===== src/rtl/grf_wb.sv =====
// 32 x 32 general register file with $0 hardwired to zero, optional same-cycle
// write-to-read forwarding, and a one-cycle-delayed write-back trace record.
module grf_wb #(
    parameter int DW     = 32,
    parameter int AW     = 5,
    parameter int FWD_EN = 1
) (
    input  logic          clk,
    input  logic          reset_n,
    input  logic [AW-1:0] ra1,
    input  logic [AW-1:0] ra2,
    output logic [DW-1:0] rd1,
    output logic [DW-1:0] rd2,
    input  logic          we,
    input  logic [AW-1:0] wa,
    input  logic [DW-1:0] wd,
    input  logic [31:0]   pc,
    output logic          trace_valid,
    output logic [31:0]   trace_pc,
    output logic [AW-1:0] trace_addr,
    output logic [DW-1:0] trace_data
);

    localparam int DEPTH = 1 << AW;

    logic [DW-1:0] regs [DEPTH];
    logic          wr_hit;

    // A write to $0 is treated as no write at all, for both the array and the trace.
    assign wr_hit = we && (wa != '0);

    always_ff @(posedge clk or negedge reset_n) begin
        if (!reset_n) begin
            for (int i = 0; i < DEPTH; i++) begin
                regs[i] <= '0;
            end
        end else if (wr_hit) begin
            regs[wa] <= wd;
        end
    end

    always_comb begin
        rd1 = '0;
        if (ra1 != '0) begin
            if ((FWD_EN != 0) && wr_hit && (wa == ra1)) begin
                rd1 = wd;
            end else begin
                rd1 = regs[ra1];
            end
        end
    end

    always_comb begin
        rd2 = '0;
        if (ra2 != '0) begin
            if ((FWD_EN != 0) && wr_hit && (wa == ra2)) begin
                rd2 = wd;
            end else begin
                rd2 = regs[ra2];
            end
        end
    end

    // Trace payload holds its last value when no write commits; only trace_valid qualifies it.
    always_ff @(posedge clk or negedge reset_n) begin
        if (!reset_n) begin
            trace_valid <= 1'b0;
            trace_pc    <= '0;
            trace_addr  <= '0;
            trace_data  <= '0;
        end else begin
            trace_valid <= wr_hit;
            if (wr_hit) begin
                trace_pc   <= pc;
                trace_addr <= wa;
                trace_data <= wd;
            end
        end
    end

endmodule


===== config.mk =====
export PLATFORM = sky130hd
export DESIGN_NAME = grf_wb
export DESIGN_NICKNAME = d
export VERILOG_FILES = /design/src/rtl/grf_wb.sv
export SDC_FILE = /design/constraint.sdc
export NUM_CORES = 2
export LEC_CHECK = 0
export BUFFER_PORTS_ARGS = -buffer_cell sky130_fd_sc_hd__buf_2
export CORE_AREA = 2 2 306 308
export DETAILED_ROUTE_END_ITERATION = 10
export DIE_AREA = 0 0 308 310
export PLACE_DENSITY_LB_ADDON = 0.15
export SLEW_MARGIN = 15
export SYNTH_ARGS = -nofsm -noshare
export SYNTH_HDL_FRONTEND = slang
export SYNTH_SLANG_ARGS = --single-unit

===== constraint.sdc =====
create_clock -name clk -period 2.9 [get_ports clk]
set_clock_uncertainty 0.05 [all_clocks]
set_input_delay 0.29 -clock clk [delete_from_list [all_inputs] [get_ports clk]]
set_output_delay 0.29 -clock clk [all_outputs]
set_load 0.02 [all_outputs]

==> impl_metrics.toml <==
[run_status]
status = "complete, but fails checks"
violations = "negative setup slack"

[power_and_ir_drop]
pwr-share-clk_pct = 34.0
p_sw_share_pct = 28.0
cellPowerDensity_nw_per_um2 = 682
cellLeakagePower_nw = 30.2
p_int_w = 0.0331
switchingPower_w = 0.0129
ir_drop_mv = 0.636
share_seq_of_total_power_pct = 44.0
p_comb_share_pct = 22.0

[timing]
fin_crit_ns = 3.03
hold_viol_final = 0
worstMarginPinSlew_ns = 0.938
final_max_slew_viol_count = 0
layout_setup_ws_ns = -0.131
setup-tns-final_ns = -0.987
rsz0062_at_grt = "yes"
setup_viol = 17
fin_crit_sh_pct = 105
fmax_mhz = 330
maxSlewHeadroom_pct = 37.4

[drt]
vias = 41562
via_per_inst = 7.38
wl_per_cell_um = 35.1
drt-total-wl_um = 197000
initialDrtViolationCount = 4955
drtPass1Iterations = 6
drtAntennaViolNets = 0
post-route-drc-count = 0

[layout]
drive_gt1_share_pct = 53.7
nets = 4414
syn2layout_area_growth_pct = 16.9

[critical_path]
cp_max_fo = 3
rrSetupSlack_ns = 1.83
cp-startpoint = "regs[25]"
crit_arrival_ns = 2.69
reg2reg_depth = 3
r2r_start = "regs[87]"
crit_required_ns = 2.56
critPathCapture = "rd2[25]"
worstSetupEndpointType = "primary output"
reg2reg_to = "regs[87]"
crit_type = "reg2out"
worstSetupStartpointType = "register"

[place]
io_buffers = 215
gp_congestion = 0.885
hpwl_um = 121000
place_ws_ns = -0.0407

[global_route]
grt_max_degree = 112
gr-total-overflow = 0
antenna_found_initial = 10
grt_pass1_vias = 41494
grt_pass1_wl_um = 285000
track_usage_pct = 41.5

[hold_path]
hp-start = "wd[8]"
hold_path_class = "in2reg"

[run]
max-cap-violations = 0

[logic_synthesis]
yosysWarnings = 0
synth_top_area_share_pct = 47.5
syn_inst = 4018
synth_cell_types = 65
synth_ff_type = "dfrtp_1"
synth_seq_cells = 1094
synthTopCellsByArea = "dfrtp_1 (48%), mux2_2 (21%), mux4_2 (15%), mux2i_1 (4.3%), clkbuf_1 (1.6%)"
synth-edff-count = 0
synth_seq_area_share_pct = 47.5
postSynthAreaPerCell_um2 = 14.3
yosysTopAreaCell = "dfrtp_1"
syn_area_um2 = 57600
syn_nets = 4100
synth-async-reset-ratio_pct = 100

[floorplan]
start_util_pct = 62.3
ios = 216
die_area_um2 = 95500
rows = 112
coreArea_um2 = 92500
die-height_um = 310
die_x_um = 308

[clock_network]
cts_max_path_buffers = 3
clock-root-buffer = "clkbuf_16"
insertion_delay_ns = 0.71
cts_tree = "built"
path_clk_slew_ns = 0.06
cts_made_buffers = 115
cts.sinks = 1094
cts_max_level = 3
-- state kept, by name, summed over array words and instances, names as in the netlist --
| signal | flops |
|---|---|
| regs | 1024 |
| trace_data | 32 |
| trace_pc | 32 |
| trace_addr | 5 |
| trace_valid | 1 |
-- area by class of cell --
class                      count  area [um^2]
multi-input combinational   2472        28600
antenna                        6         15.0
sequential                  1094        27400
timing repair buffer         645         5850
clock buffer                 163         3390
fill                        6025        25100
inverter                       4         15.0
tap                         1197         1500
clock inverter                50          601
-- cell families (layout without fill, tap and decap cells) --
group | after synthesis | count (layout) | synth area share [%]
multiplexers | 1713 | 1713 | 40.6
AND/OR/NAND/NOR | 326 | 326 | 2.44
buffers and inverters | 452 | 862 | 3.75
flip-flops | 1094 | 1094 | 47.5
XOR/XNOR | 10 | 10 | 0.152
AO/OA/AOI/OAI | 423 | 423 | 5.51
other | 0 | 6 | 0
-- worst max-delay path, stage by stage, from the launching register on --
cell and delay [ns]:
dfrtp_1 0.39, mux4_2 0.49, mux4_2 0.48, and3_4 0.19, a211o_1 0.29, buf_6 0.16
-- cells in the final DEF, fill, tap and decap left out, types with 35 or more instances in the layout --
cell,Yosys,layout
nand2_1,211,192
buf_2,83,179
mux2i_1,250,244
buf_12,1,90
a21oi_1,42,36
o22ai_1,80,77
dfrtp_1,1094,1094
buf_4,17,292
dlygate4sd3_1,0,45
a211oi_1,37,35
a22oi_1,43,43
o221ai_1,35,35
clkbuf_16,0,120
mux2_2,1070,1054
mux4_2,392,393
-- power groups by stage --
| stage | clock (W) | combinational, W | sequential, W |
|---|---|---|---|
| final | 0.0156 | 0.0101 | 0.0202 |
| after global routing | 0.0163 | 0.0107 | 0.0205 |
| after CTS | 0.0157 | 0.00985 | 0.0201 |
| after detailed placement | 0 | 0.00937 | 0.0204 |
| after global placement | 0 | 0.00913 | 0.0202 |
| after floorplan | 0 | 0.00672 | 0.0197 |
-- synth_stat cells (all sizes together) (7+ instances only) --
cell	count
a211oi	37
xnor2	8
nor2	49
a221oi	25
o221ai	35
dfrtp	1094
a21oi	42
nor3	16
nand2	211
mux2i	250
o22ai	80
a221o	30
nor2b	8
o22a	16
mux2	1070
o31ai	13
mux4	393
a22oi	43
clkbuf	249
o21ai	34
o211ai	7
a32o	32
buf	199
-- layer usage --
metal	global-route usage [%]	share of wire [%]	routed length, um
met5	0	0.0071	14
met4	22.5	6.6	13100
met3	10.8	11	22600
met2	62.0	45	88400
met1	56.1	37	73400
-- worst min-delay path by stage --
stage	slack (ns)	cells past startpoint	to
finish	0.02	2	regs[424]
floorplan	-0.06	0	regs[0]
global route	0.04	2	trace_data[8]
global placement	0.18	1	regs[121]
detailed placement	0.19	1	regs[121]
CTS	0.002	2	regs[424]
-- metrics by stage --
| step | hold slack (ns) | std cells | util, % | total power [W] | instance area [um^2] |
|---|---|---|---|---|---|
| floorplan | -0.0556 | 4018 | - | 0.0265 | 57600 |
| global placement | 0.184 | 5300 | 66.9 | 0.0293 | 61900 |
| detailed placement | 0.186 | 5300 | 66.9 | 0.0297 | 61900 |
| CTS | 0.00171 | 5606 | 72.4 | 0.0456 | 67000 |
| global route | 0.0391 | 5628 | 72.8 | 0.0475 | 67300 |
| finish | 0.0230 | 5631 | 72.8 | 0.0460 | 67300 |
-- repair_timing --
action	4_1_cts	5_1_grt
cloned	0	1
pin swaps	27	18
setup buffers	50	19
resized for setup	97	53
hold endpoints to repair	720	0
setup endpoints to repair	32	43
hold buffers	45	0
Power figures use the tool's default switching activity.
